File: src/rtl/except_pkg.sv
// except_pkg: shared definitions for the commit-stage exception controller.
//   - EXC_* : MIPS excepttype codes presented to CP0 on excepttype_o
//   - EXI_* : bit positions inside the except_i flag vector
//   - ST_*  : CP0 Status bit positions the controller reads
//   - exc_state_t : controller FSM state encoding
package except_pkg;

    localparam logic [31:0] EXC_INT  = 32'h0000_0001;
    localparam logic [31:0] EXC_ADEL = 32'h0000_0004;
    localparam logic [31:0] EXC_ADES = 32'h0000_0005;
    localparam logic [31:0] EXC_SYS  = 32'h0000_0008;
    localparam logic [31:0] EXC_BP   = 32'h0000_0009;
    localparam logic [31:0] EXC_ERET = 32'h0000_000e;
    localparam logic [31:0] EXC_RI   = 32'h0000_000a;
    localparam logic [31:0] EXC_OV   = 32'h0000_000c;

    localparam int EXI_ADEL_IF = 7;
    localparam int EXI_SYS     = 6;
    localparam int EXI_BP      = 5;
    localparam int EXI_ERET    = 4;
    localparam int EXI_RI      = 3;
    localparam int EXI_OV      = 2;

    localparam int ST_IM_LO = 8;
    localparam int ST_EXL   = 1;
    localparam int ST_IE    = 0;

    typedef enum logic [1:0] {
        ST_IDLE   = 2'd0,
        ST_REPORT = 2'd1,
        ST_FLUSH  = 2'd2
    } exc_state_t;

endpackage

File: src/rtl/int_sync.sv
// int_sync: STAGES-deep flip-flop synchroniser for one asynchronous
// interrupt line.
//   clk, rst_n : clock, asynchronous active-low reset (flops clear to 0)
//   d          : asynchronous input
//   q          : synchronised output, STAGES cycles behind d
module int_sync #(
    parameter int STAGES = 2
) (
    input  logic clk,
    input  logic rst_n,
    input  logic d,
    output logic q
);

    logic [STAGES-1:0] ff;

    always_ff @(posedge clk or negedge rst_n) begin
        if (!rst_n) begin
            ff <= '0;
        end else begin
            ff <= {ff[STAGES-2:0], d};
        end
    end

    assign q = ff[STAGES-1];

endmodule

File: src/rtl/except_ctrl.sv
// except_ctrl: registered exception/interrupt controller at the commit stage.
// Prioritises exception flags and synchronised interrupts into a MIPS
// excepttype, captures EPC/BadVAddr/BD, then runs a report/flush handshake so
// that exactly one exception is delivered per flush window.
//
// Ports:
//   clk, rst_n               clock, asynchronous active-low reset
//   inst_valid_i             real instruction present at commit
//   except_i[7:0]            [7] fetch AdEL [6] sys [5] bp [4] eret [3] RI [2] Ov
//   adel_i, ades_i           data load/store address error
//   pc_i, bad_addr_i         commit PC, data address
//   in_delay_slot_i          commit instruction sits in a delay slot
//   hw_int_i[N_HW_INT-1:0]   asynchronous interrupt lines
//   cp0_status_i/cause_i     live CP0 Status / Cause
//   cp0_ready_i              CP0 accepted the exception report
//   except_valid_o, excepttype_o, epc_o, badvaddr_o, bd_o   exception report
//   ip_o[7:0]                merged pending bits for Cause.IP
//   flush_o, busy_o          pipeline flush, controller not idle
//   dbg_state_o[1:0]         current FSM state (exc_state_t encoding)
//
// Optional feature: define EXCEPT_TIMER_INT_EN to add count_i/compare_i/
// compare_wr_i and a sticky timer-pending flop driving ip_o[7]
// (N_HW_INT must then be 1..5).
//
// Report handshake: except_valid_o rises the cycle after detection and holds,
// with all captured fields stable, until cp0_ready_i is sampled high while
// valid; the next cycle valid drops and flush_o is held for FLUSH_CYCLES
// cycles. cp0_ready_i is ignored outside the report phase.
module except_ctrl
    import except_pkg::*;
#(
    parameter int N_HW_INT     = 6,
    parameter int SYNC_STAGES  = 2,
    parameter int FLUSH_CYCLES = 2
) (
    input  logic                clk,
    input  logic                rst_n,
    input  logic                inst_valid_i,
    input  logic [7:0]          except_i,
    input  logic                adel_i,
    input  logic                ades_i,
    input  logic [31:0]         pc_i,
    input  logic [31:0]         bad_addr_i,
    input  logic                in_delay_slot_i,
    input  logic [N_HW_INT-1:0] hw_int_i,
    input  logic [31:0]         cp0_status_i,
    input  logic [31:0]         cp0_cause_i,
    input  logic                cp0_ready_i,
`ifdef EXCEPT_TIMER_INT_EN
    input  logic [31:0]         count_i,
    input  logic [31:0]         compare_i,
    input  logic                compare_wr_i,
`endif
    output logic                except_valid_o,
    output logic [31:0]         excepttype_o,
    output logic [31:0]         epc_o,
    output logic [31:0]         badvaddr_o,
    output logic                bd_o,
    output logic [7:0]          ip_o,
    output logic                flush_o,
    output logic                busy_o,
    output logic [1:0]          dbg_state_o
);

    localparam int CNT_W = $clog2(FLUSH_CYCLES + 1);
    localparam logic [CNT_W-1:0] FLUSH_LAST = CNT_W'(FLUSH_CYCLES);

    exc_state_t       state_q, state_d;
    logic [CNT_W-1:0] cnt_q, cnt_d;
    logic             capture;

    logic [N_HW_INT-1:0] hw_sync;
    logic [7:0]          ip_d;
    logic                int_req;
    logic                hit;
    logic [31:0]         type_sel;
    logic                badv_from_pc;
    logic                badv_from_data;

    // Status/Cause fields and reserved except_i bits this block never reads.
    logic unused_bits;
    assign unused_bits = ^{cp0_status_i[31:16], cp0_status_i[7:2],
                           cp0_cause_i[31:10], cp0_cause_i[7:0], except_i[1:0]};

    for (genvar k = 0; k < N_HW_INT; k++) begin : g_sync
        int_sync #(.STAGES(SYNC_STAGES)) u_sync (
            .clk   (clk),
            .rst_n (rst_n),
            .d     (hw_int_i[k]),
            .q     (hw_sync[k])
        );
    end

    // Pending bits: software interrupts from Cause, then one bit per line.
    always_comb begin
        ip_d      = 8'h00;
        ip_d[1:0] = cp0_cause_i[9:8];
        for (int k = 0; k < N_HW_INT; k++) begin
            ip_d[2+k] = hw_sync[k];
        end
`ifdef EXCEPT_TIMER_INT_EN
        // ip_o[7] is the sticky timer flop; a Compare write beats a match.
        if (compare_wr_i) begin
            ip_d[7] = 1'b0;
        end else if (count_i == compare_i) begin
            ip_d[7] = 1'b1;
        end else begin
            ip_d[7] = ip_o[7];
        end
`endif
    end

    assign int_req = (|(ip_o & cp0_status_i[ST_IM_LO+7:ST_IM_LO]))
                   & ~cp0_status_i[ST_EXL] & cp0_status_i[ST_IE];

    // Priority encoder, highest first.
    always_comb begin
        hit            = 1'b1;
        type_sel       = 32'h0;
        badv_from_pc   = 1'b0;
        badv_from_data = 1'b0;
        if (int_req) begin
            type_sel = EXC_INT;
        end else if (except_i[EXI_ADEL_IF]) begin
            type_sel     = EXC_ADEL;
            badv_from_pc = 1'b1;
        end else if (adel_i) begin
            type_sel       = EXC_ADEL;
            badv_from_data = 1'b1;
        end else if (ades_i) begin
            type_sel       = EXC_ADES;
            badv_from_data = 1'b1;
        end else if (except_i[EXI_SYS]) begin
            type_sel = EXC_SYS;
        end else if (except_i[EXI_BP]) begin
            type_sel = EXC_BP;
        end else if (except_i[EXI_ERET]) begin
            type_sel = EXC_ERET;
        end else if (except_i[EXI_RI]) begin
            type_sel = EXC_RI;
        end else if (except_i[EXI_OV]) begin
            type_sel = EXC_OV;
        end else begin
            hit = 1'b0;
        end
    end

    always_comb begin
        state_d = state_q;
        cnt_d   = cnt_q;
        capture = 1'b0;
        case (state_q)
            ST_IDLE: begin
                if (inst_valid_i && hit) begin
                    state_d = ST_REPORT;
                    capture = 1'b1;
                end
            end
            ST_REPORT: begin
                if (cp0_ready_i) begin
                    state_d = ST_FLUSH;
                    cnt_d   = '0;
                end
            end
            ST_FLUSH: begin
                // cnt counts flush cycles already completed.
                cnt_d = cnt_q + CNT_W'(1);
                if (cnt_d == FLUSH_LAST) begin
                    state_d = ST_IDLE;
                    cnt_d   = '0;
                end
            end
            default: begin
                state_d = ST_IDLE;
                cnt_d   = '0;
            end
        endcase
    end

    // Status outputs are registered copies of the next state so they line up
    // with state_q without any combinational path from the inputs.
    always_ff @(posedge clk or negedge rst_n) begin
        if (!rst_n) begin
            state_q        <= ST_IDLE;
            cnt_q          <= '0;
            except_valid_o <= 1'b0;
            flush_o        <= 1'b0;
            busy_o         <= 1'b0;
            ip_o           <= 8'h00;
            excepttype_o   <= 32'h0;
            epc_o          <= 32'h0;
            badvaddr_o     <= 32'h0;
            bd_o           <= 1'b0;
        end else begin
            state_q        <= state_d;
            cnt_q          <= cnt_d;
            except_valid_o <= (state_d == ST_REPORT);
            flush_o        <= (state_d == ST_FLUSH);
            busy_o         <= (state_d != ST_IDLE);
            ip_o           <= ip_d;
            if (capture) begin
                excepttype_o <= type_sel;
                epc_o        <= in_delay_slot_i ? (pc_i - 32'd4) : pc_i;
                bd_o         <= in_delay_slot_i;
                if (badv_from_pc) begin
                    badvaddr_o <= pc_i;
                end else if (badv_from_data) begin
                    badvaddr_o <= bad_addr_i;
                end
            end
        end
    end

    assign dbg_state_o = state_q;

endmodule

File: config.mk
export PLATFORM = sky130hd
export DESIGN_NAME = except_ctrl
export DESIGN_NICKNAME = d
export VERILOG_FILES = /design/src/rtl/except_pkg.sv /design/src/rtl/int_sync.sv /design/src/rtl/except_ctrl.sv
export SDC_FILE = /design/constraint.sdc
export NUM_CORES = 1
export LEC_CHECK = 0
export CAP_MARGIN = 20
export CORE_UTILIZATION = 41
export DETAILED_ROUTE_END_ITERATION = 10
export GPL_ROUTABILITY_DRIVEN = 0
export PLACE_DENSITY = 0.86
export SLEW_MARGIN = 10
export SYNTH_ARGS = -nofsm -noshare
export SYNTH_HDL_FRONTEND = slang
export SYNTH_SLANG_ARGS = --single-unit
File: constraint.sdc
create_clock -name clk -period 5 [get_ports clk]
set_input_delay 0.75 -clock clk [delete_from_list [all_inputs] [get_ports clk]]
set_output_delay 0.75 -clock clk [all_outputs]
set_load 0.01 [all_outputs]
; Word level (Yosys, flattened, before mapping)
; Index checks and enable logic that the tools add are counted.
[word_totals]
reg_bits = 124
latch_bits = 0
mem_bits_rw = 0
rom_bits = 0
word_cells = 72
mem_count = 0
[classes]
add_sub_neg = 2
mul = 0
div = 0
n_lt_le_gt_ge = 0
eq_ne = 6
n_shift = 0
muxes = 36
n_bitwise = 5
reduce_logical = 7
[op_table]
columns = op, n
row1 = $mux 32, 3
row2 = $mux 4, 9
row3 = $sub 32x3->32 const B, 1
row4 = $mux 1, 17
row5 = $pmux 2 s3, 2
row6 = $mux 2, 5
row7 = $and 8x8->8, 1
row8 = $reduce_or 8->1, 1
row9 = $eq 2x2->1 const B, 3
row10 = $eq 2x1->1 const B, 2
row11 = $reduce_and 2->1, 2
row12 = $reduce_bool 2->1, 2
row13 = $add 2x1->2 const B, 1
row14 = $and 1x1->1, 2
row15 = $logic_not 2->1, 1
row16 = $ne 2x2->1 const B, 1
row17 = $not 1->1, 2
row18 = $logic_and 1x1->1, 1

; Depth between registers and ports, before layout
[depth]
ltp_word = 13
mapped_depth = 8

; By module
; From an unflattened synthesis, not the netlist that was laid out.
[unflattened]
cells_unflattened = 426
hier_area_um2 = 4605.7
[by_module_without_submodules]
columns = mod, instances, cells_each, area_per_inst_um2
row1 = except_ctrl, 1, 414, 4305.4
row2 = int_sync, 6, 2, 50.0

; Worst setup path before layout
; No wires, ideal clock.
[synth_timing]
path_type = input to register
from = in pc_i[11]
to = reg epc_o[31]
t_arrival_ps = 2743
t_required_ps = 4918
setup_slack_ps = 2175
path_stages = 6
path_buffers = 1
path_cell_list = or4_4 > or4_4 > buf_6 > or3_1 > or4_1 > a31oi_1
[synth_via]
elab_chain_len = 2
[synth_rtl]
columns = element, line
row1 = "start, declared", except_ctrl.sv:42  ; input logic [31:0] pc_i,
row2 = $sub 32x3->32, except_ctrl.sv:203  ; epc_o <= in_delay_slot_i ? (pc_i - 32'd4) : pc_i;
row3 = $mux 32, except_ctrl.sv:203
row4 = "end signal, assigned", except_ctrl.sv:203
row5 = "end, declared", except_ctrl.sv:56  ; output logic [31:0] epc_o,
; Every way passes these cells.
; A chain may end at the register's enable or synchronous reset.

; Worst setup path in the final report
[layout_timing]
from = in in_delay_slot_i
to = reg epc_o[31]
[layout_via]
elab_chain_len = 1
[layout_rtl]
columns = element, line
row1 = "start, declared", except_ctrl.sv:44  ; input logic in_delay_slot_i,
row2 = $mux 32, except_ctrl.sv:203
; Every way passes these cells.

==> results.sh <==
export IMPL_reg2regPathDepth=5
export IMPL_core_mm2=0.0105
export IMPL_fmax_mhz=300
export IMPL_fin_setup_tns_ns=0
export IMPL_drv_slew=0
export IMPL_hpwl_mm=8.55
export IMPL_synth_distinct_cells=40
export IMPL_htree_levels=3
export IMPL_io_pins=259
export IMPL_endpoint="epc_o[31]"
export IMPL_rsz0062_at_grt="no"
export IMPL_path_clk_slew_ns=0.11
export IMPL_min_period_ns=3.33
export IMPL_drt_pass1_iterations=4
export IMPL_synthToLayoutAreaGrowth_pct=43.8
export IMPL_tritoncts="done"
export IMPL_finalPower_mw=3.04
export IMPL_synth_area_leaders="dfrtp_1 (54%), mux2i_1 (7.2%), buf_4 (4.7%)"
export IMPL_finalSetupViolCount=0
export IMPL_drc=0
export IMPL_min_path_type="in -> async"
export IMPL_dieArea_mm2=0.0113
export IMPL_synth_flop_cell="dfrtp_1"
export IMPL_yosysTopAreaCellShare_pct=53.7
export IMPL_cts_path_max_buffers=2
export IMPL_antenna_found_initial=0
export IMPL_crit_path_end_kind="flip-flop"
export IMPL_cts_resized=0
export IMPL_grt_overflow=0
export IMPL_routed_wl_mm=11.8
export IMPL_ys_top_cells_by_count="dfrtp_1 (96), nor2_1 (40), nand2_1 (37), o21ai_0 (37), mux2i_1 (32)"
export IMPL_final_antenna_net_count=0
export IMPL_start_util_pct=42.8
export IMPL_cts_hold_buf=0
export IMPL_tightest_slew_ns=0.778
export IMPL_leakage_nw=2.68
export IMPL_antenna_cells=0
export IMPL_synth_edf_count=0
export IMPL_dr_total_vias=3722
export IMPL_start_kind="primary input"
export IMPL_synthAdderAreaFrac_pct=0.280
export IMPL_clk_latency_ns=0.38
export IMPL_yosysMostFrequentCell="dfrtp_1"
export IMPL_synth_compound_area_share_pct=10.9
export IMPL_die_h_um=106
export IMPL_yosys_area_share_simple_pct=13.9
export IMPL_power_density_mw_per_mm2=473
export IMPL_synth_xor_area_share_pct=5.09
export IMPL_synth_cells=433
export IMPL_synth_seq_area_share_pct=53.7
export IMPL_numCtsBuffers=9
export IMPL_grt_max_degree=65
export IMPL_critical_path_class="in -> reg"
export IMPL_peakVddDrop_mv=0.236
export IMPL_grt_usage_pct=21.1
export IMPL_regToRegSetupSlack_ns=2.18
export IMPL_maxCapViolations=0
export IMPL_grt_pass1_wl_mm=18.4
export IMPL_clock_skew_ns=0.0146
export IMPL_drive_above_1_share_pct=5.95
export IMPL_worstPathArrival_ns=3.62
export IMPL_rows=37
export IMPL_slew_limit_headroom_pct=48.0
export IMPL_wl_per_cell_um=15.9
export IMPL_die_w_um=106
export IMPL_r2r_end="epc_o[1]"
export IMPL_required_ns=5.30
export IMPL_cts_root_buf="clkbuf_8"
export IMPL_critical_path_startpoint="in_delay_slot_i"
export IMPL_r2r_start="dbg_state_o[0]"
export IMPL_muxShareOfSynthArea_pct=8.42
export IMPL_post_cts_buffers=0
export IMPL_ys_ff_latch=96
export IMPL_drt_initial_drc_count=134
export IMPL_status="complete, no violations"
export IMPL_netlist_area_mm2=0.00447
export IMPL_path_max_fanout=12
export IMPL_io_buffer_count=176
export IMPL_synth_top_family_by_area="simple AND/OR/NAND/NOR gates"
export IMPL_layout_nets=750
export IMPL_clock_sinks=96
export IMPL_synth_warnings=0
export IMPL_fin_crit_sh_pct=66.6
export IMPL_avgSynthCellArea_um2=10.3
export IMPL_grt_pass1_vias=3742
export IMPL_hold_viol=0
export IMPL_avgViaCountPerCell=5.02
export IMPL_synthArstFlopShare_pct=100
export IMPL_synth_area_leader_cell="dfrtp_1"
report_power, final:
part / leakage [nW] / internal [mW] / switching (mW) / total [mW]
clock network: 0.0991 / 0.196 / 0.306 / 0.502
registers: 1.13 / 1.07 / 0.171 / 1.24
logic: 1.45 / 0.718 / 0.579 / 1.30
metal layers:
layer  global-route usage [%]  wire, um
met1                     24.8      4880
met2                     36.2      5820
met3                     6.81       876
met4                     7.05       203
met5                        0         0
state kept, by name (all words and copies together), names as in the netlist:
signal,cells
cnt_q,2
busy_o,1
epc_o,32
dbg_state_o,2
ip_o,8
flush_o,1
badvaddr_o,32
g_sync.u_sync.ff,12
bd_o,1
excepttype_o,4
except_valid_o,1
layout make-up:
type,count,area (um2)
Clock buffer,9,124
Clock inverter,7,66.3
Fill cell,874,4030
Inverter,8,30.0
Multi-Input combinational cell,304,1850
Sequential cell,96,2400
Tap cell,136,170
Timing Repair Buffer,181,1790
how the worst min path moves through the flow:
stage / endpoint / slack [ns] / cells past startpoint
CTS: badvaddr_o[3] / 0.32 / 1
finish: badvaddr_o[3] / 0.32 / 1
global placement: ip_o[7] / 0.33 / 0
global route: badvaddr_o[3] / 0.34 / 1
detailed placement: g_sync[5].u_sync.ff[1] / 0.33 / 0
floorplan: g_sync[0].u_sync.ff[1] / 0.33 / 0
metrics by stage:
step	setup slack (ns)	instances	hold WS (ns)	instance area, um2	util [%]
after detailed placement	1.31	725	0.335	6240	59.7
after CTS	1.70	741	0.321	6430	61.5
after floorplan	2.17	460	0.331	4580	-
after global placement	1.39	725	0.334	6240	59.7
after global routing	1.55	741	0.336	6430	61.5
final	1.67	741	0.317	6430	61.5
critical path, cell delays in order:
cell             delay, ns
clkdlybuf4s50_1       0.63
or4b_1                0.51
or4_1                 0.72
or3_1                 0.43
or4_1                 0.40
a31oi_1               0.16
logic make-up (layout without fill, tap and decap cells):
logic type / count (synthesis) / after routing
multiplexers: 37 / 37
other: 1 / 28
AND/OR/NAND/NOR: 124 / 124
adder cells (fa/ha/maj): 1 / 1
buffers and inverters: 60 / 205
XOR/XNOR: 26 / 26
AO/OA/AOI/OAI: 88 / 88
flip-flops: 96 / 96
cell usage in the layout, fill, tap and decap left out, types with 2 or more instances in the layout:
master	instances
nor3_1	9
a21oi_1	31
nor4_1	9
o21ai_0	37
nand2_1	37
dfrtp_1	96
xnor2_1	24
o31ai_1	3
or4_4	3
xor2_1	2
a21o_1	3
clkbuf_8	9
or2_2	3
mux2i_1	32
nor2_1	40
buf_4	6
clkdlybuf4s50_1	174
nor4b_1	2
mux2_2	5
a31oi_1	5
or4_1	6
nand3b_1	3
a22oi_1	4
conb_1	28
inv_6	4
inv_8	2
or3_1	5
inv_1	8
Note: power is estimated with default switching activity, not from simulation.
